--- src/rtl/dmem_arbiter_if.sv ---
// rtl/dmem_arbiter_if.sv - data-memory arbitration bus bundle
//
// Groups every non-clock/reset signal of dmem_arbiter.
//   slave  : the arbiter side (requests, CPU/requester buses and dm_q in;
//            hold, gnt, muxed dmem bus, rdata and busy out)
//   master : the surrounding system (drives the arbiter inputs, observes outputs)
//
// Signals:
//   req[1:0]        level bus request, bit i from requester i
//   holdACK         CPU acknowledges hold (stalled, not driving memory)
//   cpu_we/a/d      CPU dmem write enable / address / write data
//   m_we[1:0]       requester write enables
//   m_a[63:0]       requester addresses, [31:0] requester 0, [63:32] requester 1
//   m_d[2*wide-1:0] requester write data, low half requester 0
//   dm_q            dmem read data
//   hold            hold request to CPU control
//   gnt[1:0]        one-hot requester grant, 00 = CPU owns the port
//   dm_we/a/d       muxed dmem write enable / address / write data
//   rdata           dm_q broadcast to all masters
//   busy            arbiter not idle
interface dmem_arbiter_if #(
  parameter int wide = 32
);
  logic [1:0]        req;
  logic              holdACK;
  logic              cpu_we;
  logic [31:0]       cpu_a;
  logic [wide-1:0]   cpu_d;
  logic [1:0]        m_we;
  logic [63:0]       m_a;
  logic [2*wide-1:0] m_d;
  logic [wide-1:0]   dm_q;
  logic              hold;
  logic [1:0]        gnt;
  logic              dm_we;
  logic [31:0]       dm_a;
  logic [wide-1:0]   dm_d;
  logic [wide-1:0]   rdata;
  logic              busy;

  modport slave (
    input  req, holdACK, cpu_we, cpu_a, cpu_d, m_we, m_a, m_d, dm_q,
    output hold, gnt, dm_we, dm_a, dm_d, rdata, busy
  );

  modport master (
    output req, holdACK, cpu_we, cpu_a, cpu_d, m_we, m_a, m_d, dm_q,
    input  hold, gnt, dm_we, dm_a, dm_d, rdata, busy
  );
endinterface

--- src/rtl/dmem_arbiter.sv ---
// rtl/dmem_arbiter.sv - data-memory port arbiter between CPU, DMA and COP2 streamer
//
// Purpose:
//   Shares the single data-memory port. A requester is chosen round-robin,
//   the CPU is asked to hold, and once it acknowledges the port is granted
//   for a bounded tenure. Every tenure is followed by a CPU-owned slot.
//
// Ports:
//   clk  system clock
//   rst  synchronous active-low reset (0 = reset, sampled on posedge clk)
//   bus  dmem_arbiter_if.slave (see the interface file for the signal list)
//
// Parameters:
//   wide        dmem data width
//   MAX_TENURE  maximum consecutive granted cycles per tenure (>= 1)
//   CPU_SLOT    cycles the CPU keeps the port between tenures (>= 1)
module dmem_arbiter #(
  parameter int wide       = 32,
  parameter int MAX_TENURE = 16,
  parameter int CPU_SLOT   = 2
) (
  input  logic           clk,
  input  logic           rst,
  dmem_arbiter_if.slave  bus
);

  localparam int TW = (MAX_TENURE > 1) ? $clog2(MAX_TENURE) : 1;
  localparam int SW = (CPU_SLOT > 1) ? $clog2(CPU_SLOT) : 1;
  localparam logic [TW-1:0] TEN_LAST  = TW'(MAX_TENURE - 1);
  localparam logic [SW-1:0] SLOT_LAST = SW'(CPU_SLOT - 1);

  typedef enum logic [1:0] {
    S_IDLE,
    S_HOLD_REQ,
    S_GRANT,
    S_RELEASE
  } state_t;

  state_t          r_state;
  logic            r_hold;
  logic [1:0]      r_gnt;
  logic            r_sel;   // requester latched for the current arbitration
  logic            r_last;  // requester served by the most recent tenure
  logic [TW-1:0]   r_ten;
  logic [SW-1:0]   r_slot;

  logic            w_choice;
  logic            w_sel_req;
  logic            w_dm_we;
  logic [31:0]     w_dm_a;
  logic [wide-1:0] w_dm_d;

  // Single requester wins outright; on a tie the one not served last wins.
  assign w_choice  = (bus.req == 2'b11) ? ~r_last : bus.req[1];
  assign w_sel_req = bus.req[r_sel];

  always_ff @(posedge clk) begin
    if (!rst) begin
      r_state <= S_IDLE;
      r_hold  <= 1'b0;
      r_gnt   <= 2'b00;
      r_sel   <= 1'b0;
      r_last  <= 1'b1;
      r_ten   <= '0;
      r_slot  <= '0;
    end else begin
      case (r_state)
        S_IDLE: begin
          if (bus.req != 2'b00) begin
            r_sel   <= w_choice;
            r_hold  <= 1'b1;
            r_state <= S_HOLD_REQ;
          end
        end

        S_HOLD_REQ: begin
          // A withdrawn request wins over a same-cycle acknowledge: there is
          // nothing left to grant.
          if (!w_sel_req) begin
            r_hold  <= 1'b0;
            r_slot  <= '0;
            r_state <= S_RELEASE;
          end else if (bus.holdACK) begin
            r_gnt   <= r_sel ? 2'b10 : 2'b01;
            r_ten   <= '0;
            r_state <= S_GRANT;
          end
        end

        S_GRANT: begin
          // holdACK is not watched here: a CPU dropping it mid-grant is a
          // protocol violation and the grant simply carries on.
          if (!w_sel_req || (r_ten == TEN_LAST)) begin
            r_hold  <= 1'b0;
            r_gnt   <= 2'b00;
            r_last  <= r_sel;
            r_slot  <= '0;
            r_state <= S_RELEASE;
          end else begin
            r_ten <= r_ten + 1'b1;
          end
        end

        S_RELEASE: begin
          // CPU-owned slot; new requests are only looked at back in IDLE.
          if (r_slot == SLOT_LAST) begin
            r_state <= S_IDLE;
          end else begin
            r_slot <= r_slot + 1'b1;
          end
        end

        default: begin
          r_hold  <= 1'b0;
          r_gnt   <= 2'b00;
          r_state <= S_IDLE;
        end
      endcase
    end
  end

  // The port follows the registered grant only; with gnt==00 (including the
  // HOLD_REQ wait) the CPU keeps driving memory.
  always_comb begin
    w_dm_we = bus.cpu_we;
    w_dm_a  = bus.cpu_a;
    w_dm_d  = bus.cpu_d;
    if (r_gnt[0]) begin
      w_dm_we = bus.m_we[0];
      w_dm_a  = bus.m_a[31:0];
      w_dm_d  = bus.m_d[wide-1:0];
    end else if (r_gnt[1]) begin
      w_dm_we = bus.m_we[1];
      w_dm_a  = bus.m_a[63:32];
      w_dm_d  = bus.m_d[2*wide-1:wide];
    end
  end

  assign bus.hold  = r_hold;
  assign bus.gnt   = r_gnt;
  assign bus.dm_we = w_dm_we;
  assign bus.dm_a  = w_dm_a;
  assign bus.dm_d  = w_dm_d;
  assign bus.rdata = bus.dm_q;
  assign bus.busy  = (r_state != S_IDLE);

endmodule

--- src/flat_wrapper.sv ---
// flat-port wrapper written by rule: the top's interface ports become plain ports
module dmem_arbiter_flat 
#(
  parameter int wide       = 32,
  parameter int MAX_TENURE = 16,
  parameter int CPU_SLOT   = 2
)
  (clk, rst, bus_req, bus_holdACK, bus_cpu_we, bus_cpu_a, bus_cpu_d, bus_m_we, bus_m_a, bus_m_d, bus_dm_q, bus_hold, bus_gnt, bus_dm_we, bus_dm_a, bus_dm_d, bus_rdata, bus_busy);
  dmem_arbiter_if #(.wide(wide)) bus_i ();
  input  logic clk;
  input  logic rst;
  input wire logic [$bits(bus_i.req)-1:0] bus_req;
  input wire logic [$bits(bus_i.holdACK)-1:0] bus_holdACK;
  input wire logic [$bits(bus_i.cpu_we)-1:0] bus_cpu_we;
  input wire logic [$bits(bus_i.cpu_a)-1:0] bus_cpu_a;
  input wire logic [$bits(bus_i.cpu_d)-1:0] bus_cpu_d;
  input wire logic [$bits(bus_i.m_we)-1:0] bus_m_we;
  input wire logic [$bits(bus_i.m_a)-1:0] bus_m_a;
  input wire logic [$bits(bus_i.m_d)-1:0] bus_m_d;
  input wire logic [$bits(bus_i.dm_q)-1:0] bus_dm_q;
  output wire logic [$bits(bus_i.hold)-1:0] bus_hold;
  output wire logic [$bits(bus_i.gnt)-1:0] bus_gnt;
  output wire logic [$bits(bus_i.dm_we)-1:0] bus_dm_we;
  output wire logic [$bits(bus_i.dm_a)-1:0] bus_dm_a;
  output wire logic [$bits(bus_i.dm_d)-1:0] bus_dm_d;
  output wire logic [$bits(bus_i.rdata)-1:0] bus_rdata;
  output wire logic [$bits(bus_i.busy)-1:0] bus_busy;
  assign bus_i.req = bus_req;
  assign bus_i.holdACK = bus_holdACK;
  assign bus_i.cpu_we = bus_cpu_we;
  assign bus_i.cpu_a = bus_cpu_a;
  assign bus_i.cpu_d = bus_cpu_d;
  assign bus_i.m_we = bus_m_we;
  assign bus_i.m_a = bus_m_a;
  assign bus_i.m_d = bus_m_d;
  assign bus_i.dm_q = bus_dm_q;
  assign bus_hold = bus_i.hold;
  assign bus_gnt = bus_i.gnt;
  assign bus_dm_we = bus_i.dm_we;
  assign bus_dm_a = bus_i.dm_a;
  assign bus_dm_d = bus_i.dm_d;
  assign bus_rdata = bus_i.rdata;
  assign bus_busy = bus_i.busy;
  dmem_arbiter #(.wide(wide), .MAX_TENURE(MAX_TENURE), .CPU_SLOT(CPU_SLOT)) u_core (.clk(clk), .rst(rst), .bus(bus_i));
endmodule
--- config.mk ---
export PLATFORM = sky130hd
export DESIGN_NAME = dmem_arbiter_flat
export DESIGN_NICKNAME = d
export VERILOG_FILES = /design/src/rtl/dmem_arbiter_if.sv /design/src/rtl/dmem_arbiter.sv /design/src/flat_wrapper.sv
export SDC_FILE = /design/constraint.sdc
export NUM_CORES = 1
export LEC_CHECK = 0
export BUFFER_PORTS_ARGS = -buffer_cell sky130_fd_sc_hd__buf_2
export CORE_AREA = 2 2 130 132
export DETAILED_ROUTE_END_ITERATION = 6
export DIE_AREA = 0 0 132 134
export HOLD_SLACK_MARGIN = 0.02
export PLACE_DENSITY_LB_ADDON = 0.08
export SLEW_MARGIN = 20
export SYNTH_ARGS = -nofsm -noshare
export SYNTH_HDL_FRONTEND = slang
export SYNTH_SLANG_ARGS = --single-unit
export TNS_END_PERCENT = 5
--- constraint.sdc ---
create_clock -name clk -period 2.9 [get_ports clk]
set_input_delay 0.29 -clock clk [delete_from_list [all_inputs] [get_ports clk]]
set_output_delay 0.29 -clock clk [all_outputs]
set_load 0.1 [all_outputs]
; Word-level counts from Yosys, hierarchy flattened
; Index checks and enable logic that the tools add are counted.
[totals]
ff_bits = 12
in_bits = 232
wordCells = 69
[op_classes]
n_addsub = 2
n_lt_le_gt_ge = 1
eq_ne = 13
mux = 30
bitwise_logic = 1
reduce_logical = 15
[ops]
columns = cell, count
row1 = $mux 32, 4
row2 = $mux 2, 9
row3 = $reduce_and 4->1, 4
row4 = $mux 4, 3
row5 = $mux 1, 9
row6 = $ne 2x1->1 const B, 4
row7 = $pmux 2 s4, 1
row8 = $pmux 4 s2, 1
row9 = $eq 2x2->1 const B, 3
row10 = $ne 2x2->1 const B, 3
row11 = $pmux 1 s3, 2
row12 = $reduce_bool 2->1, 3
row13 = $reduce_bool 3->1, 2
row14 = $add 4x1->4 const B, 1
row15 = $eq 4x4->1 const B, 1
row16 = $pmux 2 s2, 1
row17 = $reduce_and 2->1, 2
row18 = $ne 3x3->1 const B, 1
row19 = $reduce_and 3->1, 1
row20 = $eq 2x1->1 const B, 1
row21 = $logic_not 2->1, 1
row22 = $lt 1x2->1 const B, 1
row23 = $add 1x1->1 const B, 1
row24 = $logic_not 1->1, 1
row25 = 2 further kinds, 2

; Longest topological paths before layout
[depth]
ltp_word = 6
depth_mapped = 6
depth_no_buf = 6

; Worst setup path before layout
; Ideal clock, no wire load.
[synth_timing]
path_type = flip-flop to output port
start = register u_core.r_gnt[1], in the netlist u_core.bus.gnt[1]
end = output port bus_dm_a[21]
t_arrival_ns = 3.775
t_required_ns = 2.610
setup_slack_ns = -1.165
path_stages_with_launch = 6
n_path_buf = 3
cell_sequence = dfxtp_1 > clkbuf_1 > buf_4 > buf_2 > mux2i_1 > o21ai_0
[synth_via]
elab_chain_len = 2
[synth_rtl]
columns = element, line_no
row1 = from (decl), dmem_arbiter.sv:41  ; logic [1:0] r_gnt;
row2 = from (signal assigned), dmem_arbiter.sv:84  ; r_gnt <= r_sel ? 2'b10 : 2'b01;
row3 = $mux 32, dmem_arbiter.sv:132  ; end else if (r_gnt[1]) begin
row4 = $mux 32, dmem_arbiter.sv:128  ; if (r_gnt[0]) begin
row5 = to (decl), flat_wrapper.sv:24  ; output wire logic [$bits(bus_i.dm_a)-1:0] bus_dm_a;
; Every way passes these cells.

; Worst setup path in the final report
[layout_timing]
start = register u_core.r_gnt[0], in the netlist u_core.bus.gnt[0]
end = output port bus_dm_a[11]
[layout_via]
elab_chain_len = 1
[layout_rtl]
columns = element, line_no
row1 = $mux 32, dmem_arbiter.sv:128
; Every way passes these cells.

==> impl_metrics.ini <==
[outcome]
status = finished, final reports clean

[placed_design]
dp_hpwl_um = 9832
port-buffer-count = 268
placed_cell_area_um2 = 3654
routabilityCongestion = 0.8399

[worst_hold_path]
min_path_type = in2reg

[cells_and_area]
num-nets-final = 797
fillers = 1890
area.growth.synth_to_final_pct = 62.03
layout.area.seq_um2 = 247.7
multiInputGateArea_um2 = 1692
drive_above_1_share_pct = 50.63
final_cell_area_um2 = 3732
n_antenna_cell = 0

[logic_synthesis]
synth_top_area_share_pct = 29.55
synth_nets = 577
synth_seq_area_share_pct = 10.43
yosys.area.top_type = mux2i_1
synth.avg_cell_area_um2 = 6.775
ys_top_cells_by_area = mux2i_1 30%, o21ai_0 15%, nand2_1 13%, buf_4 11%, dfxtp_1 10%
yosys_register_bits = 12
synthCells = 340
synth_area_um2 = 2303
synthDistinctLibCells = 39
synth_warnings = 0

[worst_setup_path]
critical_path_class = reg2out
worstPathMaxFanout = 101
cp.arrival_ns = 1.92
endpoint_kind = primary output
critPathLaunchType = flop
required_ns = 2.61

[global_routing]
antenna_found_initial = 3
track_usage_pct = 12.04
grt_pass1_vias = 3069
grt_overflow = 0
grt_pass1_wl_um = 17240
grt_max_degree = 102

[timing]
slew_violations = 0
rsz0062_at_grt = false
hold_violations = 0
fmax_ghz = 0.4534
post-route-period-util_pct = 76.05
fin_worst_skew_ns = 0.001701
whs_ns = 0.3622
relSlewSlack_pct = 64.41
tightest_slew_ns = 0.5189
setup_viol = 0
min_period_ns = 2.205

[die]
die_x_um = 132
core_region_area_um2 = 16290
fp-row-count = 47
initial_core_util_pct = 14.14
die_area_um2 = 17690
io-pin-count = 333
die-height_um = 134

[pwr]
p_leak_nw = 1.661
power.density_nw_per_um2 = 681.6
peakVddDrop_mv = 0.4807

[clock_network]
post_cts_buffers = 0
cts_max_level = 1
cts_resized = 0
ctsRootBufferMaster = clkbuf_16
clk_pin_slew_worst_paths_ns = 0.04
numCtsBuffers = 3
clk_latency_ns = 0.24
clock_path_buffers = 2
hold_buffers = 0
cts_tree = yes
cts_sinks = 12

[drt]
vias = 3100
drtIter0Drc = 89
ant_nets = 0
wire_per_inst_um = 15.03
viasPerCell = 3.979
drc = 0
wl_um = 11710
drt-pass1-iter-count = 4

[run]
cap_violations = 0
sequential cells by signal (all words and copies together) (netlist names):
| name | cells |
|---|---|
| u_core.r_state | 2 |
| u_core.r_slot | 1 |
| u_core.r_sel | 1 |
| u_core.r_ten | 4 |
| u_core.r_last | 1 |
| u_core.bus.hold | 1 |
| u_core.bus.gnt | 2 |
path summary, 6_finish.rpt:
check                     from           endpoint  slack [ns]  depth (start not counted)
min reg2reg      u_core.r_last      u_core.r_last        0.48                          2
min                        rst      u_core.r_last        0.36                          2
max reg2reg  u_core.r_state[0]  u_core.r_state[0]        1.18                          6
max          u_core.bus.gnt[0]       bus_dm_a[11]        0.69                          4
report_power, final:
group | leakage, nW | internal (mW) | switching [mW] | total [mW]
Combinational | 1.52 | 0.407 | 1.63 | 2.04
Sequential | 0.0992 | 0.195 | 0.0498 | 0.245
Clock | 0.0382 | 0.185 | 0.0753 | 0.261
Total | 1.66 | 0.787 | 1.76 | 2.54
synthesized netlist by cell type, drive strengths merged:
library cell / n
or3b: 1
o21ai: 72
a21oi: 4
and3: 1
nand3: 4
ha: 5
a21o: 1
mux2: 1
a311oi: 1
a211o: 1
nor2b: 2
nor3b: 1
clkbuf: 17
a41o: 1
o211a: 1
nor2: 3
a221oi: 1
o2111ai: 2
dfxtp: 12
o311ai: 1
inv: 10
a2111oi: 1
a32oi: 1
mux2i: 68
and2: 1
nand2b: 2
nor4: 2
a41oi: 1
nand4: 1
nand2: 77
o22ai: 2
buf: 39
nor4b: 1
o32ai: 1
nor3: 1
per-layer routing:
layer	part of all wire, %	GRT usage [%]
met1	41	14.92
met4	0.35	1.389
met5	0.23	0
met3	8.8	3.515
met2	49	21.30
cell families (layout without fill, tap and decap cells):
logic type / after synthesis / after routing / synth area share (%)
compound gates: 91 / 91 / 22.33
fa+ha+maj: 5 / 5 / 2.716
buf+inv: 66 / 285 / 16.62
flops: 12 / 12 / 10.43
mux: 69 / 69 / 30.04
simple gates: 97 / 97 / 17.87
worst max-delay path, cell delays in order (launching register included):
cell,delay [ns]
dfxtp_4,0.55
buf_12,0.38
nand2_1,0.13
o21ai_1,0.09
buf_2,0.44
per-stage QoR:
| step | utilization [%] | setup WS, ns | TNS (ns) | power [mW] | cells |
|---|---|---|---|---|---|
| final | 22.91 | 0.6946 | 0 | 2.544 | 779 |
| after global routing | 22.91 | 0.5363 | 0 | 2.677 | 779 |
| after CTS | 22.91 | 0.6896 | 0 | 2.564 | 779 |
| after detailed placement | 22.43 | 0.9511 | 0 | 2.296 | 775 |
| after global placement | 22.43 | 0.9781 | 0 | 2.295 | 775 |
| after floorplan | - | -0.4114 | -19.05 | 2.099 | 340 |
cells in the final DEF (no fill, tap or decap), types with 4 or more instances in the layout:
cell type  netlist  layout
ha_1             5       5
buf_2            5     268
dfxtp_1         12      10
mux2i_1         68      68
a21oi_1          4       4
o21ai_1          1      63
inv_1           10      10
o21ai_0         71       6
nand2_1         77      77
cell type report:
class / count / area share, %
multi-input combinational: 262 / 45.32
timing repair buffer: 271 / 37.55
tap: 220 / 7.375
inverter: 10 / 1.006
sequential: 12 / 6.638
clock buffer: 4 / 2.112
Note: power is estimated with default switching activity, not from simulation.
